**config.mk**
```make
export PLATFORM = sky130hd
export DESIGN_NAME = fetch_buffer
export DESIGN_NICKNAME = d
export VERILOG_FILES = /design/src/rtl/fetch_buffer.sv
export SDC_FILE = /design/constraint.sdc
export NUM_CORES = 1
export LEC_CHECK = 0
export CAP_MARGIN = 20
export CORE_MARGIN = 4
export CORE_UTILIZATION = 35
export CTS_BUF_LIST = sky130_fd_sc_hd__clkbuf_8 sky130_fd_sc_hd__clkbuf_16
export DETAILED_ROUTE_END_ITERATION = 6
export GPL_ROUTABILITY_DRIVEN = 0
export PLACE_DENSITY = 0.72
export SYNTH_ARGS = -nofsm -noshare
export SYNTH_HDL_FRONTEND = slang
export SYNTH_SLANG_ARGS = --single-unit
```
**constraint.sdc**
```tcl
create_clock -name clk -period 5.23 [get_ports clk]
set_clock_uncertainty 0.15 [all_clocks]
set_input_delay 0.523 -clock clk [delete_from_list [all_inputs] [get_ports clk]]
set_output_delay 0.523 -clock clk [all_outputs]
set_load 0.01 [all_outputs]
```
**src/rtl/fetch_buffer.sv**
```systemverilog
// Instruction fetch front end: issues one memory request at a time and buffers
// up to two {pc, instr} entries for decode, with flush/redirect handling.
module fetch_buffer (
    input  logic        clk,
    input  logic        rst,
    input  logic [31:0] pc_in,
    input  logic        flush,
    output logic [31:0] pc4,
    output logic        pc_en_n,
    output logic        imem_req_valid,
    output logic [31:0] imem_addr,
    input  logic        imem_req_ready,
    input  logic        imem_rsp_valid,
    input  logic [31:0] imem_rdata,
    output logic        id_valid,
    input  logic        id_ready,
    output logic [31:0] id_instr,
    output logic [31:0] id_pc,
    output logic [31:0] id_pc4
);

    localparam logic [1:0] IDLE = 2'd0;
    localparam logic [1:0] WAIT = 2'd1;
    localparam logic [1:0] DROP = 2'd2;

    logic [1:0]  state_q, state_d;
    logic [1:0]  count_q, count_d;
    logic        wr_ptr_q, wr_ptr_d;
    logic        rd_ptr_q, rd_ptr_d;
    logic [31:0] req_pc_q, req_pc_d;
    logic [31:0] pc_mem_q    [2];
    logic [31:0] instr_mem_q [2];

    logic        req_fire_s;
    logic        push_s;
    logic        pop_s;

    // Request is only offered when no request is outstanding and a slot is free.
    always_comb begin
        imem_req_valid = ~rst & ~flush & (state_q == IDLE) & (count_q != 2'd2);
        req_fire_s     = imem_req_valid & imem_req_ready;
        pc_en_n        = ~req_fire_s;
        imem_addr      = pc_in;
        pc4            = pc_in + 32'd4;
        push_s         = ~rst & ~flush & (state_q == WAIT) & imem_rsp_valid;
        id_valid       = (count_q != 2'd0);
        pop_s          = id_valid & id_ready & ~flush;
        id_pc          = pc_mem_q[rd_ptr_q];
        id_instr       = instr_mem_q[rd_ptr_q];
        id_pc4         = pc_mem_q[rd_ptr_q] + 32'd4;
    end

    // Outstanding-request FSM; DROP swallows the response of a flushed request.
    always_comb begin
        state_d  = state_q;
        req_pc_d = req_pc_q;
        case (state_q)
            IDLE: begin
                if (req_fire_s) begin
                    state_d  = WAIT;
                    req_pc_d = pc_in;
                end else begin
                    state_d = IDLE;
                end
            end
            WAIT: begin
                if (flush) begin
                    state_d = imem_rsp_valid ? IDLE : DROP;
                end else if (imem_rsp_valid) begin
                    state_d = IDLE;
                end else begin
                    state_d = WAIT;
                end
            end
            DROP: begin
                if (flush) begin
                    state_d = DROP;
                end else if (imem_rsp_valid) begin
                    state_d = IDLE;
                end else begin
                    state_d = DROP;
                end
            end
            default: begin
                state_d = IDLE;
            end
        endcase
    end

    // FIFO occupancy and pointers; flush empties the buffer outright.
    always_comb begin
        count_d  = count_q;
        wr_ptr_d = wr_ptr_q;
        rd_ptr_d = rd_ptr_q;
        if (flush) begin
            count_d  = 2'd0;
            wr_ptr_d = 1'b0;
            rd_ptr_d = 1'b0;
        end else begin
            if (push_s) begin
                wr_ptr_d = ~wr_ptr_q;
            end else begin
                wr_ptr_d = wr_ptr_q;
            end
            if (pop_s) begin
                rd_ptr_d = ~rd_ptr_q;
            end else begin
                rd_ptr_d = rd_ptr_q;
            end
            case ({push_s, pop_s})
                2'b10:   count_d = count_q + 2'd1;
                2'b01:   count_d = count_q - 2'd1;
                default: count_d = count_q;
            endcase
        end
    end

    // Control state registers.
    always_ff @(posedge clk) begin
        if (rst) begin
            state_q  <= IDLE;
            count_q  <= 2'd0;
            wr_ptr_q <= 1'b0;
            rd_ptr_q <= 1'b0;
            req_pc_q <= 32'h0000_0000;
        end else begin
            state_q  <= state_d;
            count_q  <= count_d;
            wr_ptr_q <= wr_ptr_d;
            rd_ptr_q <= rd_ptr_d;
            req_pc_q <= req_pc_d;
        end
    end

    // Entry storage; contents are qualified by count so they need no reset.
    always_ff @(posedge clk) begin
        if (push_s) begin
            pc_mem_q[wr_ptr_q]    <= req_pc_q;
            instr_mem_q[wr_ptr_q] <= imem_rdata;
        end
    end

endmodule

```
# Yosys cells after proc, flatten, opt, wreduce, memory -nomap -nowiden
# Memory sizes are Yosys's and may differ from the RTL's. A register that Yosys moved wholly into a read port is not among the register bits.
# Cells that the tools add are included.
# totals
memories	2
ramBits	128
reg_bits	38
# mem_list
name	words	width	read_ports	rd_ports_with_merged_regs	wr	line_no	source
instr_mem_q	2	32	1	1	1	32	logic [31:0] instr_mem_q [2];
pc_mem_q	2	32	1	1	1	31	logic [31:0] pc_mem_q [2];
# classes
n_reduce_logical	5
n_addsub	4
muxes	13
bitwise	13
eq_ne	5
# op_table
op	n
32-bit by 3-bit adder with 32-bit output (second input constant)	2
1-bit bitwise AND	8
1-bit two-way mux	8
2-bit two-way mux	3
2-bit one-hot mux with 3 select lines	1
1-bit NOT	5
2-bit by 1-bit equality test with 1-bit output (second input constant)	2
2-bit equality test (second input constant)	2
2-bit one-hot mux with 2 select lines	1
2-bit nonzero test	2
2-bit by 1-bit adder with 2-bit output (second input constant)	1
2-bit zero test	1
2-bit inequality test (second input constant)	1
2-bit AND reduction	1
2-bit OR reduction	1
2-bit by 1-bit subtractor with 2-bit output (second input constant)	1

# Longest topological paths before layout
# logic_depth
ltp_word	7
depth_mapped	12
mapped_depth_nobuf	8

# Least setup slack after synthesis
# Ideal clock, no wire load.
# synth_timing
path_kind	in2reg
startpoint	in flush
endpoint	mem instr_mem_q[0][0] (enable)
arrival_time_ns	3.726
t_required_ns	4.593
setup_slack_ns	0.867
path_stages	4
cell_sequence	clkbuf_1 nor3_1 nand3_1 nor2_1
# synth_via
elab_chain_len	6
# synth_lines
item	line_no	source
start, declared	7	input logic flush,
1-bit NOT	45	push_s = ~rst & ~flush & (state_q == WAIT) & imem_rsp_valid;
1-bit bitwise AND (3 in a row)	45	
1-bit two-way mux	137	if (push_s) begin
1-bit two-way mux (implied by the code)	139	instr_mem_q[wr_ptr_q] <= imem_rdata;
end, declared	32	
# No other way between the ends.

==> run metrics <==
PortBufs 232; hold buffer count at cts 0; total CTS buffers 17; CP startpoint kind register; Crit Path Class register to output port; Static Leakage 3.49 nW; Synthesis Warnings 0; first-pass GRT wire length 29.2 mm; antenna viol nets, final 0; NumNets Final 886; Sum Neg Setup Slack 0 ps; Area contributors post-synth edfxtp_1 (50%), dfxtp_1 (10%), mux2_2 (8.2%); Worst EP required 4560 ps; # setup viols final 0; peak supply drop 0.000132 V; synthesis-stage register bit count 167; FP Rows 53; DRC 0; die footprint 24,300 um2; Seq/Total Area, Yosys 0.603; CP max-delay cell dfxtp_4; ys flop type edfxtp_1; syn_nets 687; period utilization 0.829; top post-synthesis cells by count edfxtp_1 (128), nand2_1 (90), mux2_2 (56); total grt overflow 0; DRT Wirelength 18.6 mm; cell with the most instances after synthesis edfxtp_1; fraction of layout cells with a size suffix above 1 0.136; CTS root buf clkbuf_16; I/O pins 233; clk buf depth 2; CTS Sinks 167; Clk pin slew, worst setup/hold paths 60 ps; ant diodes 0; H-Tree Level Count 4; CTS tree yes; CP cell instances mux2i_1, inv_1, ha_1, o211ai_1, a2111oi_0, nand2_1, xnor2_1, clkdlybuf4s50_1; Async S/R FF share, synth 0; initial DRC count 371; Die Y 156 um; Max Slew Vio Count 0; Tmin final 4340 ps; met2 Track Usage GR 0.243; via count of the first global-routing pass 5,276; Crit path largest cell delay 850 ps; postcts setup bufs 0; unrepaired setup endpoints after global routing no; WP data arrival 3660 ps; Slew HR 0.425; Detailed Routing Iterations Pass 1 5; vias 5,276; number of synthesized flops with an enable pin 128; Most Crowded Layer GR met2; HP Class register to register; cts repair resizes 0; largest area contributor in the netlist edfxtp_1; status completed; number of fill cells in the layout 1,855; initial antenna violation count 0; Overall Global Routing Usage 0.153; Final Hold Viols 0; Final HPWL DP 13.4 mm; top-area cell type share of the netlist area 0.501; Worst Tran Pin Value 862 ps; routed len/inst 16.9 um; initial core utilization 0.360; crit path capture type output port; grt met3 use 0.0430; met1 usage 0.202; cells after synthesis 614; synthesis-to-layout area growth 38.5%; vias per cell 4.79; P per Cell Area 272 nW/um2; cell area after layout 10,600 um2; r2r setup slk 2960 ps; Core ar. 21,300 um2; FMAX 0.231 GHz; Placed Area 10,000 um2; clk_lat worst skew 420 ps; largest net degree at the start of global routing 69; syn avg cell area 12.5 um2; distinct cell type count of the synthesized netlist 52; Netlist Area Pre-Place 7670 um2; max_cap viols 0; Max FO, Critical Path 68; Die X 156 um
placed cells by master, fill, tap and decap left out, types with 3 or more instances in the layout:
cell	n
nor2_1	13
edfxtp_1	128
and4_1	4
ha_1	3
nand3b_1	8
buf_4	8
a22oi_1	3
mux2i_1	5
nor2b_1	3
a21oi_1	36
clkinv_2	3
clkdlybuf4s50_1	232
xnor2_1	41
and3_1	8
inv_1	9
mux2_2	56
xor2_1	20
dfxtp_1	38
nor3_1	6
nand4_1	10
clkbuf_16	19
nand3_1	31
nand2_1	90
and2_1	4
a21o_1	3
cells by family (layout without fill, tap and decap cells):
logic type	after synthesis	in the layout	share of synthesized area
simple gates	196	196	0.132
flops	167	167	0.603
buf+inv	70	282	0.0561
xor+xnor	61	61	0.0697
mux	61	61	0.0887
compound gates	56	56	0.0457
fa+ha+maj	3	3	0.00489
registers in the layout, indices dropped and copies added (netlist names), named ones only:
name         flops
req_pc_q        32
instr_mem_q     64
rd_ptr_q         1
count_q          2
wr_ptr_q         1
pc_mem_q        64
state_q          2
final timing paths:
path / cells past startpoint / startpoint / to
setup / recovery: 8 / register / id_pc4[16]
hold / removal: 0 / req_pc_q[24]$_SDFFE_PP0P_ / pc_mem_q[1][24]$_DFFE_PP_
setup reg to reg: 7 / state_q[1]$_SDFF_PP0_ / state_q[0]$_SDFF_PP0_
hold reg to reg: 0 / req_pc_q[24]$_SDFFE_PP0P_ / pc_mem_q[1][24]$_DFFE_PP_
area by class of cell:
class / instances / area, um2 / share of cell area
repair buffers: 240 / 2380 / 0.224
multi-input cells: 377 / 2630 / 0.248
clock buffers: 20 / 489 / 0.0461
inverters: 10 / 37.5 / 0.00353
clock inverters: 12 / 110 / 0.0104
flip-flops and latches: 167 / 4630 / 0.436
well taps: 275 / 344 / 0.0324
worst max-delay path: cells and delay by family, from the launching register on:
family / cells / cell delay (ps)
compound gates: 2 / 850
xor+xnor: 1 / 250
fa+ha+maj: 1 / 200
buf+inv: 2 / 700
flops: 1 / 850
mux: 1 / 210
simple gates: 1 / 170
per-layer routing:
layer  share of wire  vias up
met1            0.44     2510
met3           0.063       21
met2            0.48      163
li1                -     2582
met4           0.015        0
met5               0        -
power by group:
group	leakage [nW]	internal, mW	switching, mW
Combinational	1.79	0.119	0.0884
Clock	0.296	0.729	0.513
Sequential	1.41	1.43	0.00900
metrics by stage:
stage	std cells	hold slack (ps)	utilization	power, mW	setup slack (ps)
after floorplan	614	275	-	1.55	867
after global placement	1069	280	0.471	1.68	1280
after CTS	1101	309	0.499	2.93	806
final	1101	308	0.499	2.89	894
after global routing	1101	330	0.499	3.00	575
after detailed placement	1069	292	0.471	1.68	1280
Power figures use the tool's default switching activity.
==> RTL edit (config.mk and constraints unchanged) <==
Make the reset (`rst`) asynchronous in one clocked block.
--- a/src/rtl/fetch_buffer.sv
+++ b/src/rtl/fetch_buffer.sv
@@ -116,7 +116,7 @@
     end
 
     // Control state registers.
-    always_ff @(posedge clk) begin
+    always_ff @(posedge clk or posedge rst) begin
         if (rst) begin
             state_q  <= IDLE;
             count_q  <= 2'd0;
Formal check against the unedited RTL: differs if rst is asserted again (counterexample within 4 cycles, from zero or initial values and one cycle with rst high); with rst held inactive, the same outputs for 4 cycles.
==> RTL edit against the unedited design <==
Critical path depth shrank 1. Non-clock buffer count shrank 3. Sequential cell count shrank 1. Total power grew 8.6%. Die area grew 0.85%. Worst hold slack gained 3.6 ps. Wire length shrank 3.1%. Final area grew 0.86%. Area after synthesis grew 0.90%. Register-to-register slack lost 370 ps. Worst setup slack gained 8.2 ps. Largest cell class unchanged. Highest routed layer unchanged.
==> RTL edit: results (changes against the unedited design) <==
Synthesis
  • Ys async rst share: 22.9% (+23 points)
  • Netlist cell types: 56 (+7.7%)
  • Synth Area per Inst: 14.3 um2 (+14%)
  • Sequential area share after synthesis: 62.0% (+1.7 points)
  • Commonest cells in the netlist: edfxtp_1 (128), mux2_2 (77), xnor2_1 (44), buf_4 (38), dfrtp_1 (38)
  • Yosys warns: 0 (unchanged)
  • EDFF count, synth: 128 (unchanged)
  • Main area contributors after synthesis: edfxtp_1 (50%), dfrtp_1 (12%), mux2_2 (11%)
  • Net count after synthesis: 615 (-10%)

STA
  • Tightest Pin Transition: 913 ps (+51.0 ps)

Routing
  • Via count: 4885 (-7.4%)
  • Pre-antenna DRT Iters: 4 (-1)
  • Avg WL per Cell: 17.3 um (+2.6%)
  • Initial DRC Count: 184 (-50%)
  • Via density: 4.70 (-2.0%)

Worst hold path
  • Hold Path Depth: 0 (unchanged)

Finish
  • Ant. Diodes: 0 (unchanged)
  • Share of layout cells above drive strength 1: 17.4% (+3.8 points)
  • Fillcell total: 1882 (+1.5%)
  • Nets@finish: 819 (-7.6%)

Global routing
  • Largest net degree at the start of global routing: 70 (+1.4%)
  • Vias in the first global route: 5045 (-4.4%)
  • First-pass GRT wire length: 27400 um (-6.3%)
  • Initial antenna violation count: 0 (unchanged)
  • Total track usage: 14.5% (-0.75 points)

Worst setup path
  • Flop2flop setup slack: 2590 ps (-370 ps)
  • R2R cell count: 4 (-3)
  • WP data arrival: 3660 ps (about the same)
  • Crit-path max FO: 69 (+1.5%)
  • CP peak stage delay: 980 ps (+130 ps)
  • Slowest-stage cell, CP: dfrtp_4

CTS
  • Post-CTS Setup Inserts: 0 (unchanged)
  • Clock Pin Slew Worst Setup and Hold Paths: 60 ps (about the same)

Placement
  • # placed instances: 1008 (-5.7%)
  • Hpwl dp: 13300 um (-0.69%)
  • PortBufs: 232 (unchanged)

Run status
  • Status: completed

Pwr
  • Worst vdd ir: 0.000192 V (+46%)
  • Leak: 3.76 nW (+7.8%)
-- RTL edit: changes by cell type in the layout (fill, tap and decap cells not counted), moves of 7 or more --
cell,change
nand2_1,-56
dfxtp_1,-38
dfrtp_1,+37
a21oi_1,-33
mux2_2,+21
nand3_1,-17
inv_1,+9
mux2i_1,+9
nor2_1,+9
nand3b_1,-7
-- RTL edit: layout make-up --
type | count | share of cell area, %
sequential | 166 | 44.8
clock inverter | 14 | 1.61
timing repair buffer | 237 | 22.1
multi-input combinational | 307 | 23.5
tap | 280 | 3.27
inverter | 18 | 0.631
clock buffer | 18 | 4.10
-- RTL edit: final timing paths --
path | startpoint | to
worst min-delay path | req_pc_q[31] | pc_mem_q[1][31]
min in group asynchronous | rst | req_pc_q[0]
worst min register to register | req_pc_q[31] | pc_mem_q[1][31]
worst max-delay path | rd_ptr_q | id_pc4[20]
max in group asynchronous | rst | rd_ptr_q
worst max register to register | state_q[1] | instr_mem_q[0][31]
-- RTL edit: cell families after synthesis --
| group | share of synthesized area, % |
|---|---|
| AO/OA/AOI/OAI | 2.18 |
| XOR/XNOR | 6.79 |
| adder cells (fa/ha/maj) | 0.323 |
| buffers and inverters | 5.77 |
| flip-flops | 62.0 |
| multiplexers | 13.3 |
| AND/OR/NAND/NOR | 9.67 |
-- RTL edit: routing by layer --
| layer | part of all wire (%) | vias up | track usage (%) | wire (um) |
|---|---|---|---|---|
| met4 | 2.4 | 0 | 5.91 | 437 |
| met3 | 4.6 | 18 | 3.21 | 827 |
| met2 | 50 | 153 | 24.7 | 8990 |
| met1 | 43 | 2369 | 18.0 | 7740 |
| li1 | - | 2345 | - | - |
| met5 | 0 | - | 0 | 0 |
-- RTL edit: stage by stage --
step | cell area (um2) | power [mW] | worst slack (ps) | hold WS, ps
after floorplan | 7740 | 1.73 | 780 | 287
after global placement | 10100 | 1.89 | 1330 | 295
after detailed placement | 10100 | 1.90 | 1270 | 301
after CTS | 10700 | 3.18 | 816 | 312
after global routing | 10700 | 3.26 | 620 | 321
final | 10700 | 3.14 | 902 | 312
-- RTL edit: power by group --
part | switching (mW) | leakage, nW | total, mW | internal [mW]
Clock | 0.500 | 0.285 | 1.27 | 0.766
Combinational | 0.110 | 1.86 | 0.283 | 0.173
Sequential | 0.0616 | 1.62 | 1.59 | 1.53
Total | 0.671 | 3.76 | 3.14 | 2.47
